### src/rtl/hamming_enc_pipe.sv
`timescale 1ns/1ps
`default_nettype none
// ============================================================================
// hamming_enc_pipe : 2-stage valid/ready systematic Hamming encoder with a
//                    wrapping codeword counter; HAMMING_SECDED_EN adds parity.
// Rev 1.0
// ============================================================================
module hamming_enc_pipe #(
   parameter  int DATA_W = 7,
   parameter  int CNT_W  = 16,
   localparam int PAR_W  = (DATA_W + 4   <= 8)   ? 3 :
                           (DATA_W + 5   <= 16)  ? 4 :
                           (DATA_W + 6   <= 32)  ? 5 :
                           (DATA_W + 7   <= 64)  ? 6 : 7,
`ifdef HAMMING_SECDED_EN
   localparam int CW_W   = DATA_W + PAR_W + 1
`else
   localparam int CW_W   = DATA_W + PAR_W
`endif
) (
   input  logic              clk,
   input  logic              reset_n,
   input  logic              in_valid,
   output logic              in_ready,
   input  logic [DATA_W-1:0] in_data,
   output logic              out_valid,
   input  logic              out_ready,
   output logic [CW_W-1:0]   out_cw,
   output logic [CNT_W-1:0]  cw_count
);

   logic              r_s1_valid;
   logic [DATA_W-1:0] r_s1_data;
   logic              r_s2_valid;
   logic [CW_W-1:0]   r_s2_cw;
   logic [CNT_W-1:0]  r_cw_count;

   logic              w_in_fire;
   logic              w_out_fire;
   logic              w_s2_load;
   logic [CW_W-1:0]   w_cw;

   // Walk Hamming positions 3,5,6,7,9,... handing each to the next data bit;
   // check bit j collects every data bit whose position has bit j set.
   function automatic logic [PAR_W-1:0] f_check_bits(input logic [DATA_W-1:0] d);
      logic [PAR_W-1:0] c;
      int               idx;
      c   = '0;
      idx = 0;
      for (int pos = 3; pos < (1 << PAR_W); pos++) begin
         if (((pos & (pos - 1)) != 0) && (idx < DATA_W)) begin
            for (int j = 0; j < PAR_W; j++) begin
               if (((pos >> j) & 1) != 0) begin
                  c[j] = c[j] ^ d[idx];
               end
            end
            idx++;
         end
      end
      return c;
   endfunction

   always_comb begin
      w_cw                        = '0;
      w_cw[DATA_W-1:0]            = r_s1_data;
      w_cw[DATA_W+PAR_W-1:DATA_W] = f_check_bits(r_s1_data);
`ifdef HAMMING_SECDED_EN
      w_cw[CW_W-1]                = ^w_cw[CW_W-2:0];
`endif
   end

   // Ready is forced high while in reset so upstream never sees a stall there.
   assign in_ready   = !reset_n || !r_s1_valid || !r_s2_valid || out_ready;
   assign w_in_fire  = in_valid && in_ready;
   assign w_out_fire = r_s2_valid && out_ready;
   assign w_s2_load  = r_s1_valid && (!r_s2_valid || out_ready);

   always_ff @(posedge clk) begin
      if (!reset_n) begin
         r_s1_valid <= 1'b0;
         r_s1_data  <= '0;
      end else if (w_in_fire) begin
         r_s1_valid <= 1'b1;
         r_s1_data  <= in_data;
      end else if (w_s2_load) begin
         r_s1_valid <= 1'b0;
      end
   end

   always_ff @(posedge clk) begin
      if (!reset_n) begin
         r_s2_valid <= 1'b0;
         r_s2_cw    <= '0;
      end else if (w_s2_load) begin
         r_s2_valid <= 1'b1;
         r_s2_cw    <= w_cw;
      end else if (w_out_fire) begin
         r_s2_valid <= 1'b0;
      end
   end

   always_ff @(posedge clk) begin
      if (!reset_n) begin
         r_cw_count <= '0;
      end else if (w_out_fire) begin
         r_cw_count <= r_cw_count + 1'b1;
      end
   end

   assign out_valid = r_s2_valid;
   assign out_cw    = r_s2_cw;
   assign cw_count  = r_cw_count;

endmodule
`default_nettype wire

### config.mk
export PLATFORM = sky130hd
export DESIGN_NAME = hamming_enc_pipe
export DESIGN_NICKNAME = d
export VERILOG_FILES = /design/src/rtl/hamming_enc_pipe.sv
export SDC_FILE = /design/constraint.sdc
export NUM_CORES = 1
export LEC_CHECK = 0
export ABC_AREA = 1
export CAP_MARGIN = 20
export CORE_MARGIN = 2
export CORE_UTILIZATION = 48
export CTS_CLUSTER_DIAMETER = 30
export DETAILED_ROUTE_END_ITERATION = 12
export PLACE_DENSITY = 0.79
export SETUP_SLACK_MARGIN = 0.3
export SLEW_MARGIN = 20
export SYNTH_ARGS = -nofsm -noshare
export SYNTH_HDL_FRONTEND = slang
export SYNTH_SLANG_ARGS = --single-unit
### constraint.sdc
create_clock -name clk -period 1.8 [get_ports clk]
set_input_delay 0.36 -clock clk [delete_from_list [all_inputs] [get_ports clk]]
set_output_delay 0.36 -clock clk [all_outputs]
set_load 0.05 [all_outputs]
Yosys cells after proc, flatten, opt, wreduce, memory -nomap -nowiden

Index checks and enable logic that the tools add are counted.

Output and inout port bits: 29
Latch bits: 0
Memory bits (read-only): 0
Logic and storage cells: 34
Register bits after elaboration: 36
Memories: 0
RAM bits: 0
Input port bits: 11

Bitwise logic cells: 12
Mux-type cells: 4
Equal/unequal tests: 0
Divide/modulo/power cells: 0
Reduce and logical (&&, ||, !) cells: 12
Shift operators: 0
Order comparisons: 0
Multiply operators: 0
Add/sub/neg operators: 1

Operators by type and width:

| kind                                           | number |
|---|---|
| adder 16 x 1 -> 16 bit (second input constant) | 1 |
| XOR 1 bit                                      | 12 |
| logical OR 1 bit                               | 4 |
| 2-to-1 mux 1 bit                               | 4 |
| nonzero test 2 bit                             | 2 |
| logical AND 1 bit                              | 3 |
| zero test 1 bit                                | 3 |

Logic depth before layout (Yosys ltp)

Depth after elaboration: 6
Mapped depth: 8
Depth with buffers taken out: 8

Worst setup path after synthesis

Ideal clock, no wire load.

Path kind: register -> register
From: reg r_s2_valid, in the netlist out_valid
To: reg r_s1_data[3]
Period minus slack after synthesis: 1.784 ns
Cell stages (with the launch flop): 8
Arrival: 1.714 ns
Path slack: 0.016 ns
Path through: dfxtp_1 inv_1 nor2_1 nand3_2 nand2_1 buf_6 o21ai_0 a21oi_1

Cells in the longest elaborated chain, start to end: 4

Ends and longest elaborated chain:

| element                       | line | source |
|---|---|---|
| from (decl)                   | 34   | `logic r_s2_valid;` |
| from (signal assigned)        | 92   | `r_s2_valid <= 1'b0;` |
| from (signal assigned)        | 95   | `r_s2_valid <= 1'b1;` |
| from (signal assigned)        | 98   | `r_s2_valid <= 1'b0;` |
| zero test 1 bit               | 73   | `assign in_ready = !reset_n \|\| !r_s1_valid \|\| !r_s2_valid \|\| out_ready;` |
| logical OR 1 bit (2 in a row) | 73   |  |
| net in_ready                  | 24   | `output logic in_ready,` |
| logical AND 1 bit             | 74   | `assign w_in_fire = in_valid && in_ready;` |
| to (signal assigned)          | 84   | `r_s1_data <= in_data;` |
| to (decl)                     | 33   | `logic [DATA_W-1:0] r_s1_data;` |

The timed path passes the listed nets, and every way through them passes these cells.
A chain may end at the register's enable or synchronous reset.

Worst setup path in the final report

From: reg r_s2_valid, in the netlist out_valid
To: out in_ready

Cells in the longest elaborated chain, start to end: 3

Ends and longest elaborated chain:

| element                       | line |
|---|---|
| zero test 1 bit               | 73 |
| logical OR 1 bit (2 in a row) | 73 |
| to (decl)                     | 24 |

No other way between the ends.

==> summary.md <==
| Metric | Value |
|---|---|
| Lkg Pwr | roughly 0.95 nW |
| Routed wire length | about 3100 um |
| Post-synthesis mux area share | 0% |
| Synth Area in Compound Gates | 14.62% |
| Clock Path Buffers | 2 |
| Design Area, Final | approximately 2100 sq um |
| Post-synthesis sequential area ratio | between 40% and 50% |
| CTS clk-pin slew, worst paths | approximately 0.10 ns |
| H-Tree Depth | 2 |
| # rows | 20 |
| Remaining DRCs | 0 |
| Outcome | completed |
| Hold path start | cw_count[5] |
| Warnings from Yosys | 0 |
| XOR/XNOR share of the synthesized area | between 3 and 4% |
| Io pins | 40 |
| Commonest non-fill, non-tap cell in the layout | buf_4 |
| Mapped cell area | ~1600 sq um |
| Placed instance area | around 2000 sq um |
| Die Ht | ~60 um |
| Core ar. | 3078 sq um |
| Setup Skew | 0.005037 ns |
| Ant diodes | 0 |
| Via density | around 4.8 |
| Final HPWL from detailed placement | ~2300 um |
| HP Class | flop to flop |
| F_max | about 650 MHz |
| Layout area overhead | 35.78% |
| Simple-gate share of the synthesized area | 27.80% |
| WL/cell | between 10 and 15 um |
| PD cells | 744.6 nW/um^2 |
| First-pass GRT wire length | 5540 um |
| Max VDD drop | ~530 uV |
| DR pass1 iterations | 4 |
| RSZ-0062 raised after global routing | true |
| All-layer global routing usage | about a fifth |
| Total negative slack | 0 ns |
| Fillers | 290 |
| Largest net degree at the start of global routing | 20 |
| Via count | around 1.5k |
| 1st-iter DRT viols | 59 |
| Largest family of logic cells by synthesized area | simple AND/OR/NAND/NOR gates |
| Hold EP | cw_count[5] |
| Hold_buf cts | 0 |
| Chip width | roughly 61 um |
| R2R depth | 9 |
| Final Max Tran Viols | 0 |
| Util after Layout | 69.11% |
| Layout cell share with drive strength beyond 1 | 25.38% |
| Total die area | about 3700 sq um |
| Syn Inst Count | between 200 and 250 |
| Worst slew margin | approximately 80% |
| Crit Path Max Fanout | 2 |
| Sequential cell area | about 730 sq um |
| Overflow after GRT | 0 |
| Period utilization | 86.06% |
| Port Buffers | 39 |
| Number of global-route vias before repair | around 1.4k |
| Syn_nets | ~220 |
| Fin crit period | around 1.5 ns |
| Tot Pwr | between 1.5 and 2 mW |
| Clock Latency Late Sink | roughly 0.34 ns |
| Footprint of the multi-input gates | approximately 760 sq um |
| Hold_ws | slightly above 0.5 ns |
| Max-cap violations | 0 |
| Cells on Worst Hold Path | 2 |
| CTS root buffer | clkbuf_4 |
| Synth Register Bits | 36 |
| CTS tree | yes |
| Mean Syn Cell Area | between 7 and 8 sq um |
| Reg2reg setup slack | 0.41 ns |
| Critical path class | flop to output pin |
| Routability congestion estimate | between 0.8 and 0.9 |
| Fin. Hold Viols | 0 |
| Crit start category | flop |
| Initial Util | about half |
| Crit end category | output pin |
| Final setup viols | 0 |
| CTS buffer count | 5 |
| Commonest non-fill, non-tap cells in the layout | buf_4, nor2_1, nand2_1 |
| ANT nets after route | 0 |
| Post-Synth Adder-Cell Area | less than 1% |
| R2r startpoint | out_valid |
| Initial antenna violation count | 0 |
| Worst EP required | about 1.4 ns |
| R2r endpoint | r_s1_data[1] |
| Synth cell types | 27 |
| Crit path arrival time | around 1.2 ns |
| Post-layout nets | ~280 |
| CTS sink cnt | 36 |
| Slew @ Worst Pin | ~0.28 ns |
[cell type report]
class / count / share of cell area (%)
multi-input cells: 147 / 35.65
inverters: 21 / 3.706
flip-flops and latches: 36 / 34.53
clock buffers: 8 / 2.765
well taps: 44 / 2.588
repair buffers: 52 / 20.76
[kinds of logic (layout without fill, tap and decap cells)]
| group | after synthesis | after routing |
|---|---|---|
| xor+xnor | 7 | 7 |
| simple gates | 95 | 95 |
| compound gates | 44 | 44 |
| flops | 36 | 36 |
| fa+ha+maj | 1 | 1 |
| buf+inv | 26 | 81 |
[synthesized netlist by cell type, drive strengths merged]
cell	number	share of area, %
a21o	2	0.96
a21oi	18	5.8
a31oi	1	0.40
and3	1	0.40
buf	3	1.4
clkbuf	2	0.48
clkinv	1	0.24
dfxtp	36	46
ha	1	0.80
inv	20	4.8
nand2	34	8.5
nand3	9	3.5
nand3b	2	0.96
nand4	1	0.40
nor2	42	12
nor3	4	1.3
nor3b	2	0.96
o21a	1	0.48
o21ai	22	7.0
xnor2	2	1.1
xor2	5	2.8
[registers in the layout, indices dropped and copies added, names as in the netlist]
register / count
out_valid: 1
r_s1_data: 7
r_s1_valid: 1
out_cw: 11
cw_count: 16
[worst max-delay path, cell delays in order, from the launching register on]
cell     delay [ns]
dfxtp_2        0.35
inv_2          0.05
nor2_4         0.11
nand3_4        0.08
buf_6          0.13
buf_12         0.13
[report_power, final]
group	internal, mW	switching, mW
Combinational	0.107	0.170
Sequential	0.830	0.0259
Clock	0.193	0.258
Total	1.13	0.454
[worst max path at each step]
stage | to | from | slack [ns]
2_1_floorplan | r_s1_data[3] | out_valid | 0.34
3_3_place_gp | in_ready | out_ready | 0.07
3_5_place_dp | cw_count[14] | out_ready | 0.02
4_1_cts | in_ready | out_valid | 0.23
5_1_grt | in_ready | out_valid | 0.17
6_report | in_ready | out_valid | 0.25
[per-stage QoR]
step | setup slack [ns] | std cells
floorplan | 0.3442 | 209
detailed placement | 0.02240 | 296
finish | 0.2509 | 308
CTS | 0.2339 | 307
global route | 0.1690 | 308
global placement | 0.06649 | 296
[what timing repair did]
item	in CTS	in global routing
gates resized for setup	5	1
setup endpoints to repair	1	3
setup buffers	3	1
pin swaps	1	1
hold endpoints to repair	0	0
[routing by layer]
metal / GRT usage, % / share of wire, %
met5: 0 / 0
met4: 9.938 / 2.4
met3: 4.412 / 4.6
met2: 35.41 / 50
met1: 22.31 / 42
No activity file was read; power rests on OpenSTA's default activity.
